===== src/rtl/ssd_scan_driver.sv =====
// ssd_scan_driver: multiplexed common-anode seven-segment scanner.
// Scans DIGITS digits, decodes hex nibbles with per-digit decimal point,
// blanking, leading-zero suppression and PWM brightness. A pending/shadow
// register pair double-buffers the displayed value; updates are applied only
// at the frame boundary, so a frame never shows a mix of old and new data.
// Optional feature macro: SSD_BLINK_EN (adds i_blink_mask and BLINK_FRAMES).
//
// Load handshake: i_load is a single-cycle strobe with no back-pressure; every
// strobe is accepted. o_load_ack pulses once for each update that reaches the
// display, one cycle after the o_frame pulse of the frame that first shows it.
module ssd_scan_driver #(
    parameter int DIGITS       = 4,
    parameter int DIGIT_CYCLES = 16384,
    parameter int DUTY_W       = 3
`ifdef SSD_BLINK_EN
    ,
    parameter int BLINK_FRAMES = 32
`endif
) (
    input  logic                  i_clk,
    input  logic                  i_rst,
    input  logic [4*DIGITS-1:0]   i_val,
    input  logic [DIGITS-1:0]     i_dp_in,
    input  logic [DIGITS-1:0]     i_blank,
    input  logic                  i_lz_en,
    input  logic [DUTY_W-1:0]     i_bright,
    input  logic                  i_load,
`ifdef SSD_BLINK_EN
    input  logic [DIGITS-1:0]     i_blink_mask,
`endif
    output logic                  o_load_ack,
    output logic                  o_frame,
    output logic [DIGITS-1:0]     o_an,
    output logic [6:0]            o_seg,
    output logic                  o_dp
);

    localparam int PW = (DIGIT_CYCLES > 1) ? $clog2(DIGIT_CYCLES) : 1;
    localparam int IW = (DIGITS > 1) ? $clog2(DIGITS) : 1;
    localparam logic [PW-1:0] PRESC_LAST = PW'(DIGIT_CYCLES - 1);
    localparam logic [IW-1:0] IDX_LAST   = IW'(DIGITS - 1);

    // Scan position
    logic [PW-1:0]       r_presc;
    logic [IW-1:0]       r_idx;

    // Pending (written by load) and shadow (on display) buffers
    logic [4*DIGITS-1:0] r_pend_val;
    logic [DIGITS-1:0]   r_pend_dp;
    logic [DIGITS-1:0]   r_pend_blank;
    logic                r_pend_lz;
    logic                r_pend_flag;
    logic [4*DIGITS-1:0] r_sh_val;
    logic [DIGITS-1:0]   r_sh_dp;
    logic [DIGITS-1:0]   r_sh_blank;
    logic                r_sh_lz;
    logic                r_applied;
    logic                r_ack;
    logic                r_frame;

    logic                w_presc_tc;
    logic                w_boundary;
    logic [DIGITS-1:0]   w_lz_sup;
    logic [3:0]          w_nib;
    logic [6:0]          w_seg_dec;
    logic                w_pwm_on;
    logic                w_blink_dark;
    logic                w_digit_on;
    logic [DIGITS-1:0]   w_an_sel;

    assign w_presc_tc = (r_presc == PRESC_LAST);
    // Last cycle of the last digit slot; the next cycle is the frame start
    assign w_boundary = w_presc_tc && (r_idx == IDX_LAST);

    // Prescaler and digit index
    always_ff @(posedge i_clk) begin
        if (i_rst) begin
            r_presc <= '0;
            r_idx   <= '0;
        end else if (w_presc_tc) begin
            r_presc <= '0;
            r_idx   <= (r_idx == IDX_LAST) ? '0 : r_idx + 1'b1;
        end else begin
            r_presc <= r_presc + 1'b1;
        end
    end

    // Pending/shadow double buffer; a load coinciding with the last cycle
    // before the frame start is forwarded straight into the shadow so that it
    // still makes the upcoming frame.
    always_ff @(posedge i_clk) begin
        if (i_rst) begin
            r_pend_val   <= '0;
            r_pend_dp    <= '0;
            r_pend_blank <= '1;
            r_pend_lz    <= 1'b0;
            r_pend_flag  <= 1'b0;
            r_sh_val     <= '0;
            r_sh_dp      <= '0;
            r_sh_blank   <= '1;
            r_sh_lz      <= 1'b0;
            r_applied    <= 1'b0;
        end else begin
            r_applied <= 1'b0;
            if (w_boundary && i_load) begin
                r_sh_val    <= i_val;
                r_sh_dp     <= i_dp_in;
                r_sh_blank  <= i_blank;
                r_sh_lz     <= i_lz_en;
                r_pend_flag <= 1'b0;
                r_applied   <= 1'b1;
            end else if (w_boundary && r_pend_flag) begin
                r_sh_val    <= r_pend_val;
                r_sh_dp     <= r_pend_dp;
                r_sh_blank  <= r_pend_blank;
                r_sh_lz     <= r_pend_lz;
                r_pend_flag <= 1'b0;
                r_applied   <= 1'b1;
            end else if (i_load) begin
                r_pend_val   <= i_val;
                r_pend_dp    <= i_dp_in;
                r_pend_blank <= i_blank;
                r_pend_lz    <= i_lz_en;
                r_pend_flag  <= 1'b1;
            end
        end
    end

    // Frame pulse and load acknowledge
    always_ff @(posedge i_clk) begin
        if (i_rst) begin
            r_frame <= 1'b0;
            r_ack   <= 1'b0;
        end else begin
            r_frame <= w_boundary;
            r_ack   <= r_applied;
        end
    end

`ifdef SSD_BLINK_EN
    localparam int FW = (BLINK_FRAMES > 1) ? $clog2(BLINK_FRAMES) : 1;
    localparam logic [FW-1:0] BLINK_LAST = FW'(BLINK_FRAMES - 1);
    logic [FW-1:0] r_blink_cnt;
    logic          r_blink_phase;

    // Blink phase toggles every BLINK_FRAMES frames
    always_ff @(posedge i_clk) begin
        if (i_rst) begin
            r_blink_cnt   <= '0;
            r_blink_phase <= 1'b0;
        end else if (w_boundary) begin
            if (r_blink_cnt == BLINK_LAST) begin
                r_blink_cnt   <= '0;
                r_blink_phase <= ~r_blink_phase;
            end else begin
                r_blink_cnt <= r_blink_cnt + 1'b1;
            end
        end
    end

    assign w_blink_dark = r_blink_phase & i_blink_mask[r_idx];
`else
    assign w_blink_dark = 1'b0;
`endif

    // Leading zeros: suppress from the top digit down until a non-zero nibble
    always_comb begin
        logic v_leading;
        w_lz_sup  = '0;
        v_leading = r_sh_lz;
        for (int i = DIGITS - 1; i >= 1; i--) begin
            if (v_leading && (r_sh_val[4*i +: 4] == 4'h0)) begin
                w_lz_sup[i] = 1'b1;
            end else begin
                v_leading = 1'b0;
            end
        end
    end

    assign w_nib = r_sh_val[{r_idx, 2'b00} +: 4];

    // Hex to active-low segments {g,f,e,d,c,b,a}
    always_comb begin
        w_seg_dec = 7'h7F;
        case (w_nib)
            4'h0: w_seg_dec = 7'h40;
            4'h1: w_seg_dec = 7'h79;
            4'h2: w_seg_dec = 7'h24;
            4'h3: w_seg_dec = 7'h30;
            4'h4: w_seg_dec = 7'h19;
            4'h5: w_seg_dec = 7'h12;
            4'h6: w_seg_dec = 7'h02;
            4'h7: w_seg_dec = 7'h78;
            4'h8: w_seg_dec = 7'h00;
            4'h9: w_seg_dec = 7'h10;
            4'hA: w_seg_dec = 7'h08;
            4'hB: w_seg_dec = 7'h03;
            4'hC: w_seg_dec = 7'h46;
            4'hD: w_seg_dec = 7'h21;
            4'hE: w_seg_dec = 7'h06;
            4'hF: w_seg_dec = 7'h0E;
            default: w_seg_dec = 7'h7F;
        endcase
    end

    // One-hot select of the active digit
    always_comb begin
        w_an_sel        = '0;
        w_an_sel[r_idx] = 1'b1;
    end

    assign w_pwm_on   = (r_presc[DUTY_W-1:0] <= i_bright);
    assign w_digit_on = ~r_sh_blank[r_idx] & ~w_lz_sup[r_idx] & w_pwm_on & ~w_blink_dark;

    // Registered pin drivers; a dark digit drives every pin inactive
    always_ff @(posedge i_clk) begin
        if (i_rst) begin
            o_an  <= '1;
            o_seg <= 7'h7F;
            o_dp  <= 1'b1;
        end else if (w_digit_on) begin
            o_an  <= ~w_an_sel;
            o_seg <= w_seg_dec;
            o_dp  <= ~r_sh_dp[r_idx];
        end else begin
            o_an  <= '1;
            o_seg <= 7'h7F;
            o_dp  <= 1'b1;
        end
    end

    assign o_load_ack = r_ack;
    assign o_frame    = r_frame;

endmodule

===== config.mk =====
export PLATFORM = sky130hd
export DESIGN_NAME = ssd_scan_driver
export DESIGN_NICKNAME = d
export VERILOG_FILES = /design/src/rtl/ssd_scan_driver.sv
export SDC_FILE = /design/constraint.sdc
export NUM_CORES = 1
export LEC_CHECK = 0
export ABC_AREA = 1
export BUFFER_PORTS_ARGS = -buffer_cell sky130_fd_sc_hd__buf_4
export CORE_ASPECT_RATIO = 1.25
export CORE_UTILIZATION = 45
export DETAILED_ROUTE_END_ITERATION = 10
export PLACE_DENSITY = 0.64
export SETUP_SLACK_MARGIN = 0.02
export SLEW_MARGIN = 20
export SYNTH_ARGS = -nofsm -noshare
export SYNTH_HDL_FRONTEND = slang
export SYNTH_SLANG_ARGS = --single-unit

===== constraint.sdc =====
create_clock -name i_clk -period 2.6 [get_ports i_clk]
set_input_delay 0.65 -clock i_clk [delete_from_list [all_inputs] [get_ports i_clk]]
set_output_delay 0.65 -clock i_clk [all_outputs]
set_load 0.005 [all_outputs]

==> results.md, run 1 <==
* IO Port Bufs at 44
* Num CTS Buffers at 9
* Resized cells post-CTS at 0
* Mapped cell area at 3990 µm²
* Worst-Skew Late Latency at 0.37 ns
* Setup WS pre-CTS at 0.437 ns
* Initial Utilization at 46.1%
* FF+latch count, synth at 82
* Largest net degree at the start of global routing at 40
* Crit. End Element: flip-flop
* Max-Cap Viols at 0
* Max VDD drop at 0.269 mV
* Die X at 86.2 µm
* Die Area at 9250 µm²
* WL final at 8380 µm
* Status: finished clean
* Required time of the worst setup path at 2.88 ns
* Clock tree root buffer cell: clkbuf_8
* Setup-failing EPs final at 0
* Final min period at 2.15 ns
* Antenna cells at 0
* Row cnt at 38
* Post-Syn Instances at 593
* Setup tns final at 0 ns
* Max Clk Rate at 0.466 GHz
* Hold slack at 0.415 ns
* # nets final at 672
* CTS Buffer Depth at 2
* H-Tree Depth at 3
* # hold bufs at CTS at 0
* Avg Inst Size Synth at 6.73 µm²
* Antenna-violating nets left at 0
* RSZ-0062 raised after global routing: no
* Total vias in the final route at 3,557
* Area grow syn2layout at 17.5%
* Setup Skew at 0.0118 ns
* Final Hold Violating Endpoints at 0
* Count of cell types in the netlist at 31
* Period utilization at 82.6%
* All-Layer GR Usage at 20.0%
* Post-DR vias/cell at 4.73
* Die Span Y at 107 µm
* Number of setup buffers added after CTS at 0
* Syn Nets at 638
* Initial antenna violation count at 0
* Post-route cell area at 4690 µm²
* Max Slew Vio Count at 0
* Slew @ Worst Pin at 0.628 ns
* CTS tree: built
* DRT iter0 DRCs at 164
* Syn. warnings at 0
* DRC Markers at 0
* Worst EP arrival at 2.42 ns
* CTS sink cnt at 82
* RePlAce Congestion at 0.820
* Worst min path class: flip-flop to flip-flop
* Layout cells sized above 1 at 12.2%
* PnR worst setup slack at 0.453 ns
* Post-synthesis sequential area ratio at 41.2%
* DR WL/cell at 11.1 µm
* Startpoint types: flip-flop
* Rel. slew slack at 58.1%
* Global-route wire length before repair at 14,500 µm
* Hpwl dp at 5830 µm
* Vias in the first global route at 3,237
* PwrDens at 592 nW/µm²
* Leakage at 2.30 nW
* Core area at 8650 µm²
* First drt pass iteration count at 5
* Clock Pin Slew Worst Setup and Hold Paths at 0.08 ns
* Grt ovf at 0
* Max FO, Critical Path at 21
* Post-Place Cell Area at 4400 µm²
* IO Pins at 45
* Setup CP Type: flip-flop to flip-flop
-- state kept, by name, indices dropped and copies added, names as in the netlist --
signal / cells
o_an: 4
o_dp: 1
o_frame: 1
o_load_ack: 1
o_seg: 7
r_applied: 1
r_idx: 2
r_pend_blank: 4
r_pend_dp: 4
r_pend_flag: 1
r_pend_lz: 1
r_pend_val: 16
r_presc: 14
r_sh_blank: 4
r_sh_dp: 4
r_sh_lz: 1
r_sh_val: 16
-- critical path, cell delays in order, from the launching register on --
cell and delay, ns:
dfxtp_1 0.39, ha_1 0.19, nand2_1 0.07, nor2_2 0.15
nand2_2 0.11, nor3_4 0.27, nand3_1 0.14, inv_1 0.49
nand2_1 0.13, nand2_1 0.08, inv_1 0.03
-- final cells by class --
cell class                 count  area [µm²]
clock buffer                   9         124
clock inverter                 7         164
fill                         878        3970
inverter                      90         338
multi-input combinational    391        1870
sequential                    82        1640
tap                          120         150
timing repair buffer          53         398
-- power breakdown --
part	internal [mW]	switching [mW]	total [mW]
combinational	0.0729	0.0940	0.167
sequential	1.28	0.0149	1.30
clock	0.834	0.480	1.31
total	2.19	0.589	2.78
-- through the flow --
step / total power [mW] / util, % / instances
global placement: 1.49 / 50.9 / 736
floorplan: 1.43 / - / 593
detailed placement: 1.49 / 50.9 / 736
finish: 2.78 / 54.2 / 752
CTS: 2.80 / 54.2 / 752
global route: 2.88 / 54.2 / 752
-- placed cells by master (no fill, tap or decap), types with 2 or more instances in the layout --
cell	count
clkbuf_8	9
a21oi_1	52
xor2_1	3
o21ai_0	26
nor3_1	2
nor3b_1	2
nor2_1	27
ha_1	14
nor2_2	2
inv_1	89
or2_2	2
nand4_1	8
dfxtp_1	82
bufinv_16	5
o211ai_1	2
nand2_1	190
buf_4	53
nand2_2	3
nand3_1	46
o2111ai_1	4
-- routing by layer --
| metal | global-route usage [%] | wire length [µm] | vias up |
|---|---|---|---|
| met5 | 0 | 0 | - |
| met3 | 2.53 | 285 | 11 |
| li1 | - | - | 1910 |
| met2 | 34.0 | 4080 | 63 |
| met4 | 10.7 | 198 | 0 |
| met1 | 24.5 | 3820 | 1573 |
-- path summary, 6_finish.rpt --
| kind | startpoint | endpoint | slack [ns] | cells past startpoint |
|---|---|---|---|---|
| worst min register to register | r_applied$_SDFF_PP0_ | o_load_ack$_SDFF_PP0_ | 0.42 | 2 |
| worst max register to register | r_presc[0]$_SDFF_PP0_ | r_sh_lz$_SDFFE_PP0P_ | 0.45 | 10 |
| worst min-delay path | r_applied$_SDFF_PP0_ | o_load_ack$_SDFF_PP0_ | 0.42 | 2 |
| worst max-delay path | r_presc[0]$_SDFF_PP0_ | r_sh_lz$_SDFFE_PP0P_ | 0.45 | 10 |
-- Yosys cell counts --
cell type  count  share of area (%)
nor2_1        27                2.5
nand3b_1       1               0.19
ha_1          14                4.4
o21ai_1        1               0.13
o21ai_0       26                3.3
a21o_1         1               0.19
o211ai_1       2               0.38
nor4_1         1               0.16
mux2i_1        1               0.25
a21oi_1       52                6.5
xnor2_1        1               0.22
or2_2          2               0.31
nand2_2        3               0.47
nor2_2         2               0.31
nand3_1       46                5.8
and3_1         1               0.16
nor3_1         2               0.25
inv_1         89                8.4
dfxtp_1       82                 41
nand4_1        8                1.3
clkbuf_1      16                1.5
buf_4          2               0.38
xor2_1         3               0.66
buf_2          7               0.88
nand2_1      190                 18
clkinv_1       1              0.094
buf_6          1               0.28
nor3b_1        2               0.38
nor3_4         1               0.41
buf_1          4               0.38
o2111ai_1      4               0.88
-- cell families after synthesis --
family / count (synthesis) / share of synthesized area (%)
xor gates and xnor gates: 4 / 0.878
DFF: 82 / 41.2
muxes: 1 / 0.251
adders and majority gates: 14 / 4.39
AOI/OAI and AO/OA: 86 / 11.4
and+or+nand+nor: 286 / 30.1
buffers and inverters: 120 / 11.9
(Power assumes the default switching activity.)
==> inputs of run 2 (changes only) <==
PLACE_DENSITY = 0.66   (was 0.64)
clock period = 1.95 ns   (was 2.6 ns; I/O delays follow)
==> run 2 against run 1 <==
  * Non-clock buffer count up 21
  * Sequential cell count did not move
  * Sequential share of layout area down 0.89 points
  * Worst hold slack worse by 0.039 ns
  * Cell area is 3.1% higher
  * First-iteration DRC count is 21% lower
  * Clock power shrank 5%
  * Clock skew down 0.0030 ns
  * Utilization grew 1.7 points
  * Maximum frequency is 18% higher
  * Critical path type unchanged
==> results.md, run 2 (synthesis gave the netlist of run 1 again) <==
* Largest net degree at the start of global routing at 49
* Area grow syn2layout at 21.1%
* Max Slew Vio Count at 0
* Setup tns final at 0 ns
* Largest regs: r_pend_val: 16 flops, r_sh_val: 16 flops, r_presc: 14 flops
* Status: finished clean
* Worst path bufs/invs at 2
* Setup-failing EPs final at 0
* Layout cells sized above 1 at 16.1%
* DRT iter0 DRCs at 129
* Max-Cap Viols at 0
* CTS tree: built
* Setup WS pre-CTS at 0.0812 ns
* Post-DR vias/cell at 4.69
* Startpoint types: flip-flop
* Setup CP Type: flip-flop to flip-flop
* H-Tree Depth at 3
* Post-Place Cell Area at 4560 µm²
* PwrDens at 667 nW/µm²
* Rel. slew slack at 76.8%
* Final Hold Violating Endpoints at 0
* IO Pins at 45
* Pwr Total at 3.22 mW
* RePlAce Congestion at 0.876
* RSZ-0062 raised after global routing: no
* Die Area at 9250 µm²
* Largest stage delay, worst path at 0.37 ns
* # nets final at 693
* PnR worst setup slack at 0.138 ns
* Row cnt at 38
* Total vias in the final route at 3,627
* Global-route wire length before repair at 14,800 µm
* Leakage at 2.37 nW
* DR WL/cell at 11.3 µm
* Hpwl dp at 6230 µm
* CTS sink cnt at 82
* CTS Buffer Depth at 2
* Highest routed metal layer: met4
* Core area at 8650 µm²
* Final-layout fill cell count at 862
* All-Layer GR Usage at 20.3%
* Commonest non-fill, non-tap cells in the layout: nand2_1, inv_1, dfxtp_1
* Vias in the first global route at 3,396
* DRC Markers at 0
* Met2 Wirelength at 4180 µm
* Required time of the worst setup path at 2.27 ns
* # hold bufs at CTS at 0
* WL final at 8710 µm
* Antenna-violating nets left at 0
* Grt ovf at 0
* Period utilization at 92.9%
* Initial antenna violation count at 0
* Worst min path class: primary input to flip-flop
* Die Span Y at 107 µm
* Worst EP arrival at 2.13 ns
* Slowest cell on crit path: dfxtp_4
* Total length of routed met3 wires at 227 µm
* IO Port Bufs at 44
* Routed length on met1 at 4050 µm
* Slew @ Worst Pin at 0.347 ns
* Clock tree root buffer cell: clkbuf_8
* Post-route cell area at 4830 µm²
* Worst-Skew Late Latency at 0.36 ns
* Family with the most delay on the worst path: simple AND/OR/NAND/NOR gates
* Antenna cells at 0
* First drt pass iteration count at 4
* Crit. End Element: flip-flop
* Die X at 86.2 µm
* Num CTS Buffers at 9
* Setup Skew at 0.00876 ns
* Max VDD drop at 0.474 mV
* Max Clk Rate at 0.552 GHz
* Clock Pin Slew Worst Setup and Hold Paths at 0.08 ns
* Max FO, Critical Path at 6
* Most common cell after layout, fill and taps aside: nand2_1
* Initial Utilization at 46.1%
* Final min period at 1.81 ns
* Crit path cell chain: ha_4 -> nand2_2 -> nor2_4 -> nand2_2 -> nor3_4 -> nand4_1 -> buf_4 -> nand2_1 -> nand2_1 -> inv_1
run 2: changes by cell type in the layout (fill, tap and decap cells not counted), moves of 2 or more:
cell       before  now
buf_4          53   70
buf_12          0    3
dfxtp_2         0    3
bufinv_16       5    1
dfxtp_1        82   78
clkbuf_1        0    2
nand2_2         3    5
nand2_1       190  188
run 2: power breakdown:
part	internal (mW)	switching, mW
sequential	1.71	0.0211
clock	0.628	0.614
combinational	0.118	0.133
run 2: worst min-delay path, stage by stage:
cell	delay (ns)
buf_4	0.09
nand3_1	0.06
nand3_1	0.07
run 2: final timing paths:
path                              start                      endpoint  slack, ns  cells after the start
setup / recovery  r_presc[1]$_SDFF_PP0_       r_sh_dp[0]$_SDFFE_PP0P_       0.14                     10
hold / removal               i_blank[3]  r_pend_blank[3]$_SDFFE_PP1P_       0.38                      3
setup reg to reg  r_presc[1]$_SDFF_PP0_       r_sh_dp[0]$_SDFFE_PP0P_       0.14                     10
hold reg to reg    r_applied$_SDFF_PP0_         o_load_ack$_SDFF_PP0_       0.42                      2
run 2: final cells by class:
cell class | instances | area, µm² | share of cell area, %
Clock buffer | 12 | 145 | 3.00
Clock inverter | 4 | 51.3 | 1.06
Inverter | 90 | 339 | 7.02
Multi-Input combinational cell | 391 | 1900 | 39.3
Sequential cell | 82 | 1650 | 34.1
Tap cell | 120 | 150 | 3.11
Timing Repair Buffer | 74 | 597 | 12.4
run 2: metal layers:
| metal | GRT usage, % | vias up |
|---|---|---|
| met3 | 3.91 | 17 |
| met5 | 0 | - |
| met2 | 34.4 | 59 |
| met4 | 10.4 | 0 |
| li1 | - | 1956 |
| met1 | 24.2 | 1595 |
run 2: metrics by stage:
step | cells | utilization (%) | hold WS (ns)
finish | 773 | 55.8 | 0.376
global placement | 752 | 52.7 | 0.395
CTS | 768 | 55.0 | 0.360
global route | 773 | 55.8 | 0.369
detailed placement | 752 | 52.7 | 0.404
floorplan | 593 | - | 0.388
run 2: timing repair:
action	in CTS	in global routing
buffers inserted	0	5
gates resized for setup	0	12
setup endpoints to repair	0	61
